## config.mk

```make
export PLATFORM = sky130hd
export DESIGN_NAME = addsub_accum
export DESIGN_NICKNAME = d
export VERILOG_FILES = /design/src/rtl/addsub_accum.sv
export SDC_FILE = /design/constraint.sdc
export NUM_CORES = 1
export LEC_CHECK = 0
export CAP_MARGIN = 5
export CORE_MARGIN = 2
export CORE_UTILIZATION = 28
export DETAILED_ROUTE_END_ITERATION = 8
export GPL_TIMING_DRIVEN = 0
export PLACE_DENSITY = 0.54
export SLEW_MARGIN = 25
export SYNTH_ARGS = -nofsm -noshare
export SYNTH_HDL_FRONTEND = slang
export SYNTH_SLANG_ARGS = --single-unit
```

## constraint.sdc

```tcl
create_clock -name clk -period 4.8 [get_ports clk]
set_input_delay 0.72 -clock clk [delete_from_list [all_inputs] [get_ports clk]]
set_output_delay 0.72 -clock clk [all_outputs]
set_load 0.01 [all_outputs]
```

## src/rtl/addsub_accum.sv

```systemverilog
// addsub_accum: two-stage add/subtract unit with an accumulator,
// optional saturation and per-result plus sticky overflow flags.
module addsub_accum #(
  parameter int WIDTH    = 6,
  parameter int SATURATE = 0
) (
  input  logic             clk,
  input  logic             reset,
  input  logic             in_valid,
  input  logic [1:0]       op,
  input  logic [WIDTH-1:0] A,
  input  logic [WIDTH-1:0] B,
  input  logic             clr_sticky,
  input  logic             clr_acc,
  output logic             out_valid,
  output logic [WIDTH-1:0] out_Val,
  output logic             nA_LED,
  output logic             nB_LED,
  output logic             nR_LED,
  output logic             over_LED,
  output logic             sticky_over_LED
);

  localparam int W1 = WIDTH + 1;

  localparam logic [WIDTH-1:0] MAX_POS =
    {1'b0, {(WIDTH-1){1'b1}}};
  localparam logic [WIDTH-1:0] MAX_NEG =
    {1'b1, {(WIDTH-1){1'b0}}};

  typedef struct packed {
    logic [1:0]       op;
    logic [WIDTH-1:0] a;
    logic [WIDTH-1:0] b;
  } s1_t;

  s1_t  s1;
  logic s1_valid;

  logic          acc_op;
  logic          sub_op;
  logic [W1-1:0] lhs;
  logic [W1-1:0] rhs;
  logic [W1-1:0] rhs_x;
  logic [W1-1:0] sum;
  logic          ovf;
  logic [WIDTH-1:0] res;

  // Capture stage: operands hold while no new op is presented.
  always_ff @(posedge clk) begin
    if (reset) begin
      s1_valid <= 1'b0;
      s1       <= '0;
    end else begin
      s1_valid <= in_valid;
      if (in_valid) begin
        s1.op <= op;
        s1.a  <= A;
        s1.b  <= B;
      end
    end
  end

  // Execute datapath: one WIDTH+1 adder, subtract as ~x + 1.
  always_comb begin
    acc_op = 1'b0;
    sub_op = 1'b0;
    unique case (s1.op)
      2'b00: begin acc_op = 1'b0; sub_op = 1'b0; end
      2'b01: begin acc_op = 1'b0; sub_op = 1'b1; end
      2'b10: begin acc_op = 1'b1; sub_op = 1'b0; end
      2'b11: begin acc_op = 1'b1; sub_op = 1'b1; end
      default: begin acc_op = 1'b0; sub_op = 1'b0; end
    endcase
    lhs = acc_op ? {out_Val[WIDTH-1], out_Val}
                 : {s1.a[WIDTH-1], s1.a};
    rhs = acc_op ? {s1.a[WIDTH-1], s1.a}
                 : {s1.b[WIDTH-1], s1.b};
    rhs_x = sub_op ? ~rhs : rhs;
    sum   = lhs + rhs_x + {{WIDTH{1'b0}}, sub_op};
    ovf   = sum[WIDTH] ^ sum[WIDTH-1];
    res   = sum[WIDTH-1:0];
    if (SATURATE != 0 && ovf) begin
      res = sum[WIDTH] ? MAX_NEG : MAX_POS;
    end
  end

  // Result register; an execute beats a same-cycle accumulator clear.
  always_ff @(posedge clk) begin
    if (reset) begin
      out_valid <= 1'b0;
      out_Val   <= '0;
      nA_LED    <= 1'b0;
      nB_LED    <= 1'b0;
      nR_LED    <= 1'b0;
      over_LED  <= 1'b0;
    end else begin
      out_valid <= s1_valid;
      if (s1_valid) begin
        out_Val  <= res;
        over_LED <= ovf;
        nR_LED   <= res[WIDTH-1];
        nA_LED   <= s1.a[WIDTH-1];
        nB_LED   <= ~acc_op & s1.b[WIDTH-1];
      end else if (clr_acc) begin
        out_Val <= '0;
        nR_LED  <= 1'b0;
      end
    end
  end

  // Sticky overflow; a new overflow beats a same-cycle clear.
  always_ff @(posedge clk) begin
    if (reset) begin
      sticky_over_LED <= 1'b0;
    end else if (s1_valid && ovf) begin
      sticky_over_LED <= 1'b1;
    end else if (clr_sticky) begin
      sticky_over_LED <= 1'b0;
    end
  end

endmodule

```

# Word level (Yosys, flattened, before mapping)
# Cells that the tools add are included.
[word_totals]
wordCells = 39
ff_bits = 27
[classes]
muxes = 11
n_eq_ne = 3
add_sub_neg = 2
reduce_logical = 8
bitwise = 4
[ops]
columns = ["cell", "count"]
rows = [
  ["$mux 7", 3],
  ["$mux 6", 2],
  ["$reduce_or 2->1", 4],
  ["$add 7x1->7", 1],
  ["$add 7x7->7", 1],
  ["$not 7->7", 1],
  ["$eq 2x2->1 const B", 2],
  ["$mux 1", 4],
  ["$pmux 1 s2", 2],
  ["$reduce_bool 2->1", 2],
  ["$eq 2x1->1 const B", 1],
  ["$logic_not 2->1", 1],
  ["$and 1x1->1", 1],
  ["$logic_and 1x1->1", 1],
  ["$not 1->1", 1],
  ["$xor 1x1->1", 1],
]

# Logic depth before layout (Yosys ltp)
# Gate-level depths: netlist (run 1).
[depth]
ltp_word = 11
mapped_depth = 10
depth_no_buf = 9

# Worst setup path after synthesis (run 1)
# No wires, ideal clock.
[synth_timing]
kind = "reg2reg"
start = "register s1[13] (netlist bit)"
end = "register over_LED"
t_arrival_ps = 2252
stages_incl_launch_ff = 10
n_path_buf = 2
setup_ps = 138
required_ps = 4662
slack_ps = 2409
synth_period_minus_slack_ps = 2391
cell_sequence = "dfxtp_1 > clkbuf_1 > buf_2 > mux2_2 > ha_1 > a21o_1 > a31o_2 > a21oi_4 > xnor2_1 > a211oi_2"
[synth_between]
elab_chain_len = 9
word_cells_on_any_way = 17
[synth_lines]
columns = ["element", "line", "source"]
rows = [
  ["start: declaration", "37", "s1_t s1;"],
  ["$eq 2x2->1 (tied with other cells)", "68", "unique case (s1.op)"],
  ["$reduce_or 2->1 (no line)", "--", ""],
  ["$pmux 1 s2", "68", ""],
  ["$mux 7", "77", "rhs = acc_op ? {s1.a[WIDTH-1], s1.a}"],
  ["$not 7->7", "79", "rhs_x = sub_op ? ~rhs : rhs;"],
  ["$mux 7", "79", ""],
  ["$add 7x7->7", "80", "sum = lhs + rhs_x + {{WIDTH{1'b0}}, sub_op};"],
  ["$add 7x1->7 (*)", "80", ""],
  ["$xor 1x1->1 (*)", "81", "ovf = sum[WIDTH] ^ sum[WIDTH-1];"],
  ["end signal: assignment", "101", "over_LED <= ovf;"],
  ["end: declaration", "20", "output logic over_LED,"],
]
# Mark *: on every way between the ends. The rest lies on a longest branch, timed or not.
# A chain may end at the register's enable or synchronous reset.

# Worst setup path in the final report (run 1)
# Ends and elaborated chain as after synthesis.

==> impl_metrics.tcl, run 1 <==
set metrics [dict create \
    hold_path.class "reg2reg" \
    portBuffers 29 \
    p_leak_nw 0.748 \
    max_cap_viol_count 0 \
    async_flop_share_pct 0 \
    cts_hold_buf 0 \
    synthMuxAreaShare_pct 19.9 \
    grt_pass1_wl_um 5240 \
    fin_crit_sh_pct 55.4 \
    synth_edf_count 0 \
    worstPathArrival_ns 2.81 \
    netlist_area_um2 1400 \
    setup_tns_ns 0 \
    io_pins 31 \
    synth_top_family_by_area "multiplexers" \
    wirelength_um 3170 \
    gp_congestion 0.819 \
    final_util_pct 38.1 \
    cts-root-buf "clkbuf_8" \
    endpoint "over_LED$_SDFFE_PP0P_" \
    grt_pass1_vias 1092 \
    layout.nets 204 \
    fin_skew_ns 0.00918 \
    finalHoldViolCount 0 \
    fin_crit_ns 2.66 \
    relSlewSlack_pct 64.1 \
    critical_path.startpoint "s1[13]$_SDFFE_PP0P_" \
    synth-simple-area-share_pct 17.2 \
    routed_via_density 4.52 \
    coreArea_um2 4750 \
    path_max_fanout 10 \
    grt_max_degree 14 \
    worstSetupStartpointType "flip-flop" \
    rsz0062_at_grt "false" \
    cp.required_ns 4.95 \
    hpwlAfterDp_um 2340 \
    clock_path_buffers 2 \
    power_mw 0.473 \
    antenna_found_initial 0 \
    synth_sequential_area_ratio_pct 37.2 \
    syn_nets 170 \
    peakVddDrop_mv 0.131 \
    reg2reg_depth 9 \
    numClockSinks 26 \
    drive_above_1_share_pct 11.3 \
    finalNonFillerCells 244 \
    syn_to_final_growth_pct 29.7 \
    synthAdderAreaFrac_pct 5.91 \
    dpl.cell_count 241 \
    die_w_um 74.7 \
    grt_use_total_pct 12.3 \
    netlist.top_cell.by_area "dfxtp_1" \
    grt.overflow.total 0 \
    synthTopCellsByArea "dfxtp_1, mux2i_1, nor2_1" \
    yosys.area.top_type_share_pct 37.2 \
    wire_per_inst_um 13.0 \
    ys_ff_latch 26 \
    drc 0 \
    endpoint_kind "flip-flop" \
    final_common_cell "clkdlybuf4s50_1" \
    seq_area_um2 520 \
    r2r-start "s1[13]$_SDFFE_PP0P_" \
    whs_path_depth 2 \
    report.final.slew_viol_count 0 \
    synth_xor_area_share_pct 4.39 \
    num_vias 1103 \
    nFillCells 494 \
    initial_core_util_pct 29.4 \
    synth_compound_area_share_pct 10.1 \
    cts_tree "done" \
    syn_avg_cell_area_um2 9.64 \
    antennaDiodeCount 0 \
    ys_warn_count 0 \
    setup_viol 0 \
    ant_nets 0 \
    worstSetupPathType "reg2reg" \
    htree_levels 1 \
    worst_pin_slew_ns 0.539 \
    synth.distinct_cells 34 \
    cts_buffers 3 \
    synthFlopType "dfxtp_1" \
    final_cell_mix "clkdlybuf4s50_1, dfxtp_1, nor2_1" \
    die_y_um 74.7 \
    fmax_ghz 0.376 \
    reg2reg_slack_ns 2.14 \
    rows 25 \
    worstSkewPairLatency_ns 0.28 \
    r2r_end "over_LED$_SDFFE_PP0P_" \
    post_cts_buffers 0 \
    clk_pin_slew_ns 0.09 \
    drt_iter0_drc 27 \
    multi_input_area_um2 803 \
    syn_inst 145 \
    powerDensity_nw_per_um2 261 \
    dieArea_um2 5570 \
    status "finished clean" \
    cts_resized 0 \
    first_pass_iters 4 \
]
## metrics by stage
stage	area [µm²]	setup slack, ns	hold WS, ns
detailed placement	1770	2.14	0.443
CTS	1810	2.12	0.464
global route	1810	1.92	0.480
floorplan	1400	2.41	0.452
global placement	1770	2.17	0.434
finish	1810	2.14	0.458
## cells by family (layout without fill, tap and decap cells)
kind of cell	count (synthesis)	after routing
buffers and inverters	16	48
and+or+nand+nor	45	45
DFF	26	26
muxes	27	27
AOI/OAI and AO/OA	18	18
adders and majority gates	6	6
xor gates and xnor gates	7	7
## registers in the layout (all words and copies together), names as in the netlist
register         cells
s1_valid             1
out_valid            1
over_LED             1
s1                  14
nA_LED               1
out_Val              6
nB_LED               1
sticky_over_LED      1
## worst max-delay path, cell delays in order, from the launching register on
cell and delay, ns:
dfxtp_1 0.32, clkbuf_1 0.27, buf_2 0.34, mux2_2 0.38, ha_1 0.36, a21o_1 0.19, a31o_2 0.26, a21oi_4 0.15
xnor2_1 0.17, a211oi_2 0.10
## how the worst min path moves through the flow
stage,from,end
floorplan,s1[5]$_SDFFE_PP0P_,s1[5]$_SDFFE_PP0P_
detailed placement,sticky_over_LED$_SDFFE_PP0P_,sticky_over_LED$_SDFFE_PP0P_
global placement,sticky_over_LED$_SDFFE_PP0P_,sticky_over_LED$_SDFFE_PP0P_
global route,sticky_over_LED$_SDFFE_PP0P_,sticky_over_LED$_SDFFE_PP0P_
CTS,sticky_over_LED$_SDFFE_PP0P_,sticky_over_LED$_SDFFE_PP0P_
finish,sticky_over_LED$_SDFFE_PP0P_,sticky_over_LED$_SDFFE_PP0P_
## power breakdown
group / switching, mW / internal, mW / leakage [nW] / total [mW]
registers: 0.00819 / 0.227 / 0.213 / 0.236
logic: 0.0519 / 0.0590 / 0.513 / 0.111
clock network: 0.0706 / 0.0564 / 0.0216 / 0.127
## Yosys cell counts, types with 2 or more instances
cell type and n:
nand4b_1 2, ha_1 5, mux2i_1 21, mux2_2 6
or4b_1 2, a21o_1 2, a21oi_1 4, clkbuf_1 6
xnor2_1 7, or4b_2 2, o21ai_0 3, inv_1 5
nor2_1 25, nand2b_1 3, nor2b_1 3, buf_2 2
dfxtp_1 26, nor3b_1 2, a31oi_1 2, a22oi_1 2
nand3_1 2
## metal layers
metal / part of all wire [%] / GRT usage [%] / up-vias
met2: 46 / 20.4 / 28
li1: - / - / 573
met3: 4.6 / 3.48 / 2
met1: 49 / 16.1 / 500
met5: 0 / 0 / -
met4: 0.54 / 2.78 / 0
## cell type report
type / count / share of cell area (%)
clock buffers: 3 / 2.28
well taps: 67 / 4.62
inverters: 5 / 1.04
plain buffers: 11 / 3.04
flip-flops and latches: 26 / 28.7
multi-input cells: 103 / 44.3
repair buffers: 29 / 16.0
Power figures use the tool's default switching activity.
==> run 2, diff against run 1 <==
==> constraint.sdc (replaced) <==
create_clock -name clk -period 2.5 [get_ports clk]
set_input_delay 0.375 -clock clk [delete_from_list [all_inputs] [get_ports clk]]
set_output_delay 0.375 -clock clk [all_outputs]
set_load 0.01 [all_outputs]
==> run 2 against run 1 <==
First-iteration DRC count increased by 44%. Wire length down 1.4%. Design area rose by 0.41%. Critical path type unchanged. Highest routed layer unchanged.
==> impl_metrics.tcl, run 2 (same netlist as run 1, synthesis figures left out) <==
set metrics [dict create \
    p_leak_nw 0.749 \
    rows 25 \
    syn_to_final_growth_pct 30.3 \
    hold_path.class "reg2reg" \
    num_vias 1109 \
    grt_pass1_vias 1092 \
    grt_max_degree 14 \
    drc 0 \
    p_sw_mw 0.246 \
    clock_path_buffers 2 \
    multi_input_area_um2 807 \
    peakVddDrop_mv 0.253 \
    wire_per_inst_um 12.9 \
    routed_via_density 4.56 \
    htree_levels 1 \
    seq_area_um2 522 \
    grt_pass1_wl_um 5220 \
    reg_top3 "s1 (14), out_Val (6)" \
    rsz0062_at_grt "false" \
    dp_slack_ns -0.158 \
    postPlaceCellArea_um2 1770 \
    worstSetupPathType "reg2reg" \
    worstSkewPairLatency_ns 0.27 \
    hpwlAfterDp_um 2340 \
    dieArea_um2 5570 \
    worstSetupStartpointType "flip-flop" \
    grt_use_total_pct 12.3 \
    clk_pin_slew_ns 0.09 \
    nFillCells 490 \
    path_max_fanout 10 \
    seq_power_share_pct 50.2 \
    busiest_layer "met2" \
    portBuffers 29 \
    drive_above_1_share_pct 12.5 \
    powerDensity_nw_per_um2 497 \
    antennaDiodeCount 0 \
    initial_core_util_pct 29.4 \
    endpoint_kind "flip-flop" \
    worst_pin_slew_ns 0.547 \
    status "finished clean" \
    grt.overflow.total 0 \
    cp.required_ns 2.64 \
    relSlewSlack_pct 63.5 \
    sw_frac_of_total_pct 27.2 \
    combPwrFrac_pct 23.5 \
    setup_ws_ns 0.192 \
    power_frac_clock_pct 26.3 \
    max_cap_viol_count 0 \
    cts_hold_buf 0 \
    largest_register_ffs 14 \
    fin_crit_sh_pct 92.3 \
    layout.nets 203 \
    fin_skew_ns 0.00458 \
    final_cell_mix "clkdlybuf4s50_1, nor2_1, dfxtp_1" \
    first_pass_iters 4 \
    antenna_found_initial 0 \
    gp_congestion 0.819 \
    p_int_mw 0.659 \
    wirelength_um 3130 \
    cts-root-buf "clkbuf_8" \
    drt_iter0_drc 39 \
    fmax_ghz 0.433 \
    die_w_um 74.7 \
    final_common_cell "clkdlybuf4s50_1" \
    coreArea_um2 4750 \
    cts_buffers 3 \
    die_y_um 74.7 \
    io_pins 31 \
    ant_nets 0 \
    setup_viol 0 \
    worstPathArrival_ns 2.45 \
    grt_util_met3_pct 3.48 \
    cts_tree "done" \
    report.final.slew_viol_count 0 \
    finalHoldViolCount 0 \
    design_area_um2 1820 \
    fin_crit_ns 2.31 \
    numClockSinks 26 \
    top_register "s1" \
    grt_use_met2_pct 20.4 \
    grt_util_met1_pct 16.1 \
]
==> run 2: power groups by stage <==
stage | sequential, mW | combinational, mW | clock [mW]
detailed placement | 0.462 | 0.213 | 0
CTS | 0.454 | 0.213 | 0.246
floorplan | 0.461 | 0.136 | 0
global route | 0.458 | 0.237 | 0.268
global placement | 0.461 | 0.210 | 0
finish | 0.454 | 0.213 | 0.238
==> run 2: repair_timing <==
action                                  CTS  global route
endpoints found under the setup margin    3             3
pin swaps                                 0             1
resized for setup                         1             3
buffers inserted                          0             0
==> run 2: worst paths after layout <==
check / from / endpoint / slack (ns) / depth (start not counted)
max: s1[13]$_SDFFE_PP0P_ / over_LED$_SDFFE_PP0P_ / 0.19 / 8
min: sticky_over_LED$_SDFFE_PP0P_ / sticky_over_LED$_SDFFE_PP0P_ / 0.46 / 2
max reg2reg: s1[13]$_SDFFE_PP0P_ / over_LED$_SDFFE_PP0P_ / 0.19 / 8
min reg2reg: sticky_over_LED$_SDFFE_PP0P_ / sticky_over_LED$_SDFFE_PP0P_ / 0.46 / 2
==> run 2: layout make-up <==
class | instances | share of cell area, %
multi-input cells | 103 | 44.3
repair buffers | 29 | 15.9
well taps | 67 | 4.60
flip-flops and latches | 26 | 28.7
inverters | 5 | 1.03
clock buffers | 3 | 2.27
plain buffers | 10 | 3.16
==> run 2: per-layer routing <==
layer / vias to the layer above / wire, µm
li1: 570 / -
met1: 509 / 1510
met2: 28 / 1460
met3: 2 / 143
met4: 0 / 17
met5: - / 0
==> run 2: worst max-delay path: stages, from the launching register on <==
cell and delay (ns):
dfxtp_2 0.42, buf_6 0.18, mux2_2 0.35, ha_1 0.36, a21o_1 0.19, a31o_2 0.26, a21oi_4 0.14, xnor2_1 0.18
a211oi_2 0.10
==> run 2: stage by stage <==
stage | util (%) | std cells | TNS, ns | hold slack [ns] | total power [mW]
3_5_place_dp | 37.3 | 241 | -0.413 | 0.443 | 0.675
6_report | 38.3 | 243 | 0 | 0.458 | 0.905
2_1_floorplan | - | 145 | 0 | 0.452 | 0.597
5_1_grt | 38.3 | 243 | 0 | 0.480 | 0.962
4_1_cts | 38.1 | 243 | 0 | 0.464 | 0.914
3_3_place_gp | 37.3 | 241 | -0.329 | 0.434 | 0.671
